### src/rtl/i2c_arbiter.sv
// Round-robin arbiter/sequencer sharing one I2C master among N_REQ requesters.
// Optional watchdog abort is enabled by defining I2C_ARB_TIMEOUT_EN.
module i2c_arbiter #(
    parameter int unsigned N_REQ       = 4,
    parameter int unsigned TIMEOUT_CYC = 4096
) (
    input  logic                clk_400k,
    input  logic                rst_n,
    input  logic [N_REQ-1:0]    req,
    input  logic [N_REQ*7-1:0]  req_slave_addr,
    input  logic [N_REQ-1:0]    req_rw,
    input  logic [N_REQ*8-1:0]  req_register_addr,
    input  logic [N_REQ*64-1:0] req_write_data,
    input  logic [N_REQ*3-1:0]  req_trans,
    output logic [N_REQ-1:0]    gnt,
    output logic [N_REQ-1:0]    done,
    output logic                err,
    output logic [63:0]         rd_data,
    output logic                m_start,
    output logic [6:0]          m_slave_addr,
    output logic                m_rw,
    output logic [7:0]          m_register_addr,
    output logic [63:0]         m_write_data,
    output logic [2:0]          m_trans,
    input  logic [63:0]         m_read_data,
    input  logic                m_busy
);

    localparam int unsigned PW = (N_REQ > 1) ? $clog2(N_REQ) : 1;

    if (N_REQ < 2 || N_REQ > 8 || TIMEOUT_CYC < 2 || TIMEOUT_CYC > 65536) begin : g_param_check
        $error("i2c_arbiter: parameter out of range");
    end

    typedef enum logic [2:0] {
        IDLE,
        LAUNCH,
        WAIT_BUSY,
        WAIT_DONE,
        COMPLETE
    } state_t;

    state_t        state;
    logic [PW-1:0] ptr;
    logic [PW-1:0] gidx;

    logic [PW-1:0]    win;
    logic             found;
    int unsigned      idx;
    logic [N_REQ-1:0] win_onehot;
    logic [6:0]       sel_slave_addr;
    logic             sel_rw;
    logic [7:0]       sel_register_addr;
    logic [63:0]      sel_write_data;
    logic [2:0]       sel_trans;

    // First requesting index at or after ptr, then mux out its command fields.
    always_comb begin
        win   = '0;
        found = 1'b0;
        idx   = 0;
        for (int unsigned i = 0; i < N_REQ; i++) begin
            idx = (32'(ptr) + i) % N_REQ;
            if (!found && req[PW'(idx)]) begin
                found = 1'b1;
                win   = PW'(idx);
            end
        end
        win_onehot        = '0;
        sel_slave_addr    = '0;
        sel_rw            = 1'b0;
        sel_register_addr = '0;
        sel_write_data    = '0;
        sel_trans         = '0;
        for (int unsigned j = 0; j < N_REQ; j++) begin
            if (win == PW'(j)) begin
                win_onehot[j]     = 1'b1;
                sel_slave_addr    = req_slave_addr[7*j +: 7];
                sel_rw            = req_rw[j];
                sel_register_addr = req_register_addr[8*j +: 8];
                sel_write_data    = req_write_data[64*j +: 64];
                sel_trans         = req_trans[3*j +: 3];
            end
        end
    end

`ifdef I2C_ARB_TIMEOUT_EN
    logic [15:0] wdog;
    logic        wdog_expired;
    assign wdog_expired = (wdog == 16'(TIMEOUT_CYC - 1));
`else
    assign err = 1'b0;
`endif

    always_ff @(posedge clk_400k or negedge rst_n) begin
        if (!rst_n) begin
            state           <= IDLE;
            ptr             <= '0;
            gidx            <= '0;
            gnt             <= '0;
            done            <= '0;
            rd_data         <= '0;
            m_start         <= 1'b0;
            m_slave_addr    <= '0;
            m_rw            <= 1'b0;
            m_register_addr <= '0;
            m_write_data    <= '0;
            m_trans         <= '0;
`ifdef I2C_ARB_TIMEOUT_EN
            err             <= 1'b0;
            wdog            <= '0;
`endif
        end else begin
            unique case (state)
                IDLE: begin
                    if (|req) begin
                        gnt             <= win_onehot;
                        gidx            <= win;
                        m_slave_addr    <= sel_slave_addr;
                        m_rw            <= sel_rw;
                        m_register_addr <= sel_register_addr;
                        m_write_data    <= sel_write_data;
                        m_trans         <= sel_trans;
                        m_start         <= 1'b1;
                        state           <= LAUNCH;
                    end
                end
                LAUNCH: begin
                    m_start <= 1'b0;
                    state   <= WAIT_BUSY;
`ifdef I2C_ARB_TIMEOUT_EN
                    wdog    <= '0;
`endif
                end
                WAIT_BUSY: begin
`ifdef I2C_ARB_TIMEOUT_EN
                    wdog <= wdog + 1'b1;
                    if (wdog_expired) begin
                        done  <= gnt;
                        err   <= 1'b1;
                        state <= COMPLETE;
                    end else
`endif
                    if (m_busy) begin
                        state <= WAIT_DONE;
                    end
                end
                WAIT_DONE: begin
`ifdef I2C_ARB_TIMEOUT_EN
                    wdog <= wdog + 1'b1;
                    if (wdog_expired) begin
                        done  <= gnt;
                        err   <= 1'b1;
                        state <= COMPLETE;
                    end else
`endif
                    if (!m_busy) begin
                        done  <= gnt;
                        state <= COMPLETE;
                        if (m_rw) begin
                            rd_data <= m_read_data;
                        end
                    end
                end
                COMPLETE: begin
                    done  <= '0;
                    gnt   <= '0;
                    state <= IDLE;
`ifdef I2C_ARB_TIMEOUT_EN
                    err   <= 1'b0;
`endif
                    if (gidx == PW'(N_REQ - 1)) begin
                        ptr <= '0;
                    end else begin
                        ptr <= gidx + 1'b1;
                    end
                end
                default: state <= IDLE;
            endcase
        end
    end

endmodule

### config.mk
export PLATFORM = sky130hd
export DESIGN_NAME = i2c_arbiter
export DESIGN_NICKNAME = d
export VERILOG_FILES = /design/src/rtl/i2c_arbiter.sv
export SDC_FILE = /design/constraint.sdc
export NUM_CORES = 1
export LEC_CHECK = 0
export CAP_MARGIN = 20
export CORE_AREA = 4 4 214 216
export DETAILED_ROUTE_END_ITERATION = 12
export DIE_AREA = 0 0 218 220
export PLACE_DENSITY_LB_ADDON = 0.1
export SYNTH_ARGS = -nofsm -noshare
export SYNTH_HDL_FRONTEND = slang
export SYNTH_SLANG_ARGS = --single-unit
### constraint.sdc
create_clock -name clk_400k -period 2.1 [get_ports clk_400k]
set_clock_uncertainty 0.1 [all_clocks]
set_input_delay 0.315 -clock clk_400k [delete_from_list [all_inputs] [get_ports clk_400k]]
set_output_delay 0.315 -clock clk_400k [all_outputs]
set_load 0.02 [all_outputs]
==> flow_summary.ini, run 1 <==
[global_route]
gr-usage-all-layers_pct = 16.5
grt_pass1_wl_mm = 57.9
grt-ovfl-total = 0
antenna_found_initial = 4
grt_pass1_vias = 8731
grt_max_degree = 65

[place]
port_buffers = 558
dp_cells = 1838
dp_hpwl_mm = 32.1
gp_congestion = 0.776
dpl_worst_slack_ps = -408

[synth]
postSynthNetCount = 1094
synth_area_um2 = 8180
yosys_register_bits = 163
yosys-top-cells-area = dfrtp_1, mux2i_1, mux2_2
yosys_warnings = 0
yosys.area.top_type = dfrtp_1
yosysUniqueCellTypes = 32
syn_inst = 690
ys_seq_area_share_pct = 49.9
syn_area_per_cell_um2 = 11.8
synth.top_cell.area_share_pct = 49.9

[worst_setup_path]
slowest_delay_ps = 530
crit_chain = clkdlybuf4s50_1 > or4_4 > nand2_2 > buf_4 > nor2_4 > buf_4 > buf_4 > a221oi_1
crit_path_top_delay_cell = or4_4
critPathKind = input pin to flop
required_ps = 2370
crit_fanout = 13
cp-start-kind = input pin
arrival_ps = 2270
cpMostUsedCell = buf_4
critPathCaptureType = flop

[clocking]
clockBufferDepth = 2
cts_made_buffers = 17
clkTransAtPathRegs_ps = 70
clock_sinks = 163
cts-htree-levels = 4
clk_latency_ps = 480
cts-root-buf = clkbuf_16
cts_tree = done

[sta]
setup_tns_ps = 0
setup_violations = 0
min_period_ps = 2000
finalHoldViolCount = 0
hold_ws_ps = 207
drv_slew = 0
setup_slack_ps = 99.0
fin_crit_sh_pct = 95.3
fmax_ghz = 0.500

[floorplanning]
die_x_um = 218
placeableCoreArea_um2 = 43900
row_count = 77
die_h_um = 220
dieArea_um2 = 48000
start_util_pct = 18.6
ios = 560

[routing]
vias = 8077
remaining_drc_errors = 0
first_pass_iters = 4
drt_iter0_drc = 330
drt_wl_total_mm = 40.6
drtAntennaViolNets = 0
vias_per_cell = 4.30
wire_per_inst_um = 21.6

[power]
power.total_w = 0.0211
internal_power_w = 0.0127
clock_power_share_pct = 16.1
comb_power_share_pct = 57.4
seqPwrFrac_pct = 26.6
power.switching_w = 0.00838
p_leak_nw = 6.35
ir_drop_mv = 0.659
p_per_area_nw_per_um2 = 1350
switching_share_pct = 39.8

[finish]
area_growth_pct = 91.0
final_cell_mix = clkdlybuf4s50_1, dfrtp_1, nor2_1
mostFrequentLayoutCell = clkdlybuf4s50_1
n_fill_cell = 4414
final_cell_count_no_fill = 1878
drive_gt1_share_pct = 17.4
nets = 1676

[run]
cap_violations = 0

[status]
status = finished clean

[hold_path]
hold_class = input pin to async pin
-- what timing repair did --
action | CTS | global route
setup buffers | 2 | 4
pin swaps | 1 | 3
endpoints found under the hold margin | 72 | 0
endpoints found under the setup margin | 77 | 30
gates resized for setup | 2 | 2
cloned | 0 | 0
hold buffers | 1 | 0
-- worst paths after layout --
| path | startpoint | to | slack [ps] | cells after the start |
|---|---|---|---|---|
| worst max-delay path | req[3] | m_write_data[53] | 100 | 8 |
| max in group asynchronous | rst_n | rd_data[61] | 1080 | 3 |
| worst min-delay path | rst_n | rd_data[38] | 210 | 2 |
| min in group clk_400k | m_read_data[33] | rd_data[33] | 340 | 2 |
| worst min register to register | state[0] | m_start | 380 | 1 |
| worst max register to register | ptr[1] | m_write_data[52] | 100 | 8 |
-- cells by family (layout without fill, tap and decap cells) --
group | Yosys count | after routing | share of synthesized area (%)
flip-flops | 163 | 163 | 49.9
other | 1 | 4 | 0.0459
multiplexers | 148 | 148 | 19.1
buffers and inverters | 68 | 661 | 4.21
adder cells (fa/ha/maj) | 1 | 1 | 0.153
AO/OA/AOI/OAI | 188 | 188 | 20.6
AND/OR/NAND/NOR | 121 | 121 | 6.03
-- layout make-up --
| type | instances | area [µm²] | share of cell area, % |
|---|---|---|---|
| inverter | 3 | 11.3 | 0.0721 |
| timing repair buffer | 628 | 6350 | 40.7 |
| sequential | 163 | 4080 | 26.1 |
| antenna | 3 | 7.51 | 0.0481 |
| tap | 592 | 741 | 4.74 |
| multi-input combinational | 459 | 3820 | 24.5 |
| clock buffer | 21 | 440 | 2.82 |
| clock inverter | 9 | 158 | 1.01 |
-- flip-flops by register name, summed over array words and instances (netlist names) --
register,count
m_trans,3
gidx,2
rd_data,64
m_register_addr,8
done,4
state,3
ptr,2
gnt,4
m_rw,1
m_write_data,64
m_slave_addr,7
m_start,1
-- power groups by stage --
stage               clock, W  combinational, W  sequential, W
detailed placement         0            0.0122        0.00563
global placement           0            0.0121        0.00562
global route         0.00366            0.0130        0.00581
floorplan                  0           0.00443        0.00729
finish               0.00339            0.0121        0.00560
CTS                  0.00354            0.0123        0.00563
-- metal layers --
layer | part of all wire (%) | vias up | GRT usage, %
li1 | - | 3823 | -
met1 | 38 | 3841 | 18.2
met2 | 49 | 361 | 27.4
met3 | 11 | 46 | 8.40
met4 | 2.1 | 6 | 5.81
met5 | 0.13 | - | 0
-- cells in the mapped netlist --
master,number
dfrtp_1,163
nor2_1,90
mux2i_1,83
o22ai_1,83
mux2_2,65
a221oi_2,48
a221oi_1,36
clkbuf_1,30
buf_2,19
nand2_1,16
o21ai_0,10
buf_6,7
a21oi_1,6
nand3_1,6
buf_1,5
buf_4,3
inv_1,3
a32o_1,2
nor2b_1,2
a21oi_2,1
clkbuf_2,1
conb_1,1
ha_1,1
nand2_2,1
nand2b_1,1
nand3b_1,1
nor3_1,1
nor3_2,1
o221ai_1,1
o31ai_1,1
or2_2,1
or4_4,1
-- critical path, delay by kind of cell --
| family | cells | cell delay [ps] |
|---|---|---|
| buffers and inverters | 4 | 970 |
| AND/OR/NAND/NOR | 3 | 660 |
| AO/OA/AOI/OAI | 1 | 310 |
-- stage by stage --
stage / cell area, µm² / util, %
6_report: 15600 / 35.5
5_1_grt: 15600 / 35.5
4_1_cts: 15600 / 35.4
3_5_place_dp: 14900 / 34.0
3_3_place_gp: 14900 / 34.0
2_1_floorplan: 8180 / -
No activity file was read; power rests on OpenSTA's default activity.
==> inputs of run 2 (changes only) <==
--- a/config.mk
+++ b/config.mk
@@ -7,6 +7,7 @@
 export LEC_CHECK = 0
 export CAP_MARGIN = 20
 export CORE_AREA = 4 4 214 216
+export CTS_CLUSTER_DIAMETER = 200
 export DETAILED_ROUTE_END_ITERATION = 12
 export DIE_AREA = 0 0 218 220
 export PLACE_DENSITY_LB_ADDON = 0.1
==> results of run 2 <==
Final layout, timing and power as in run 1 (identical DEF).
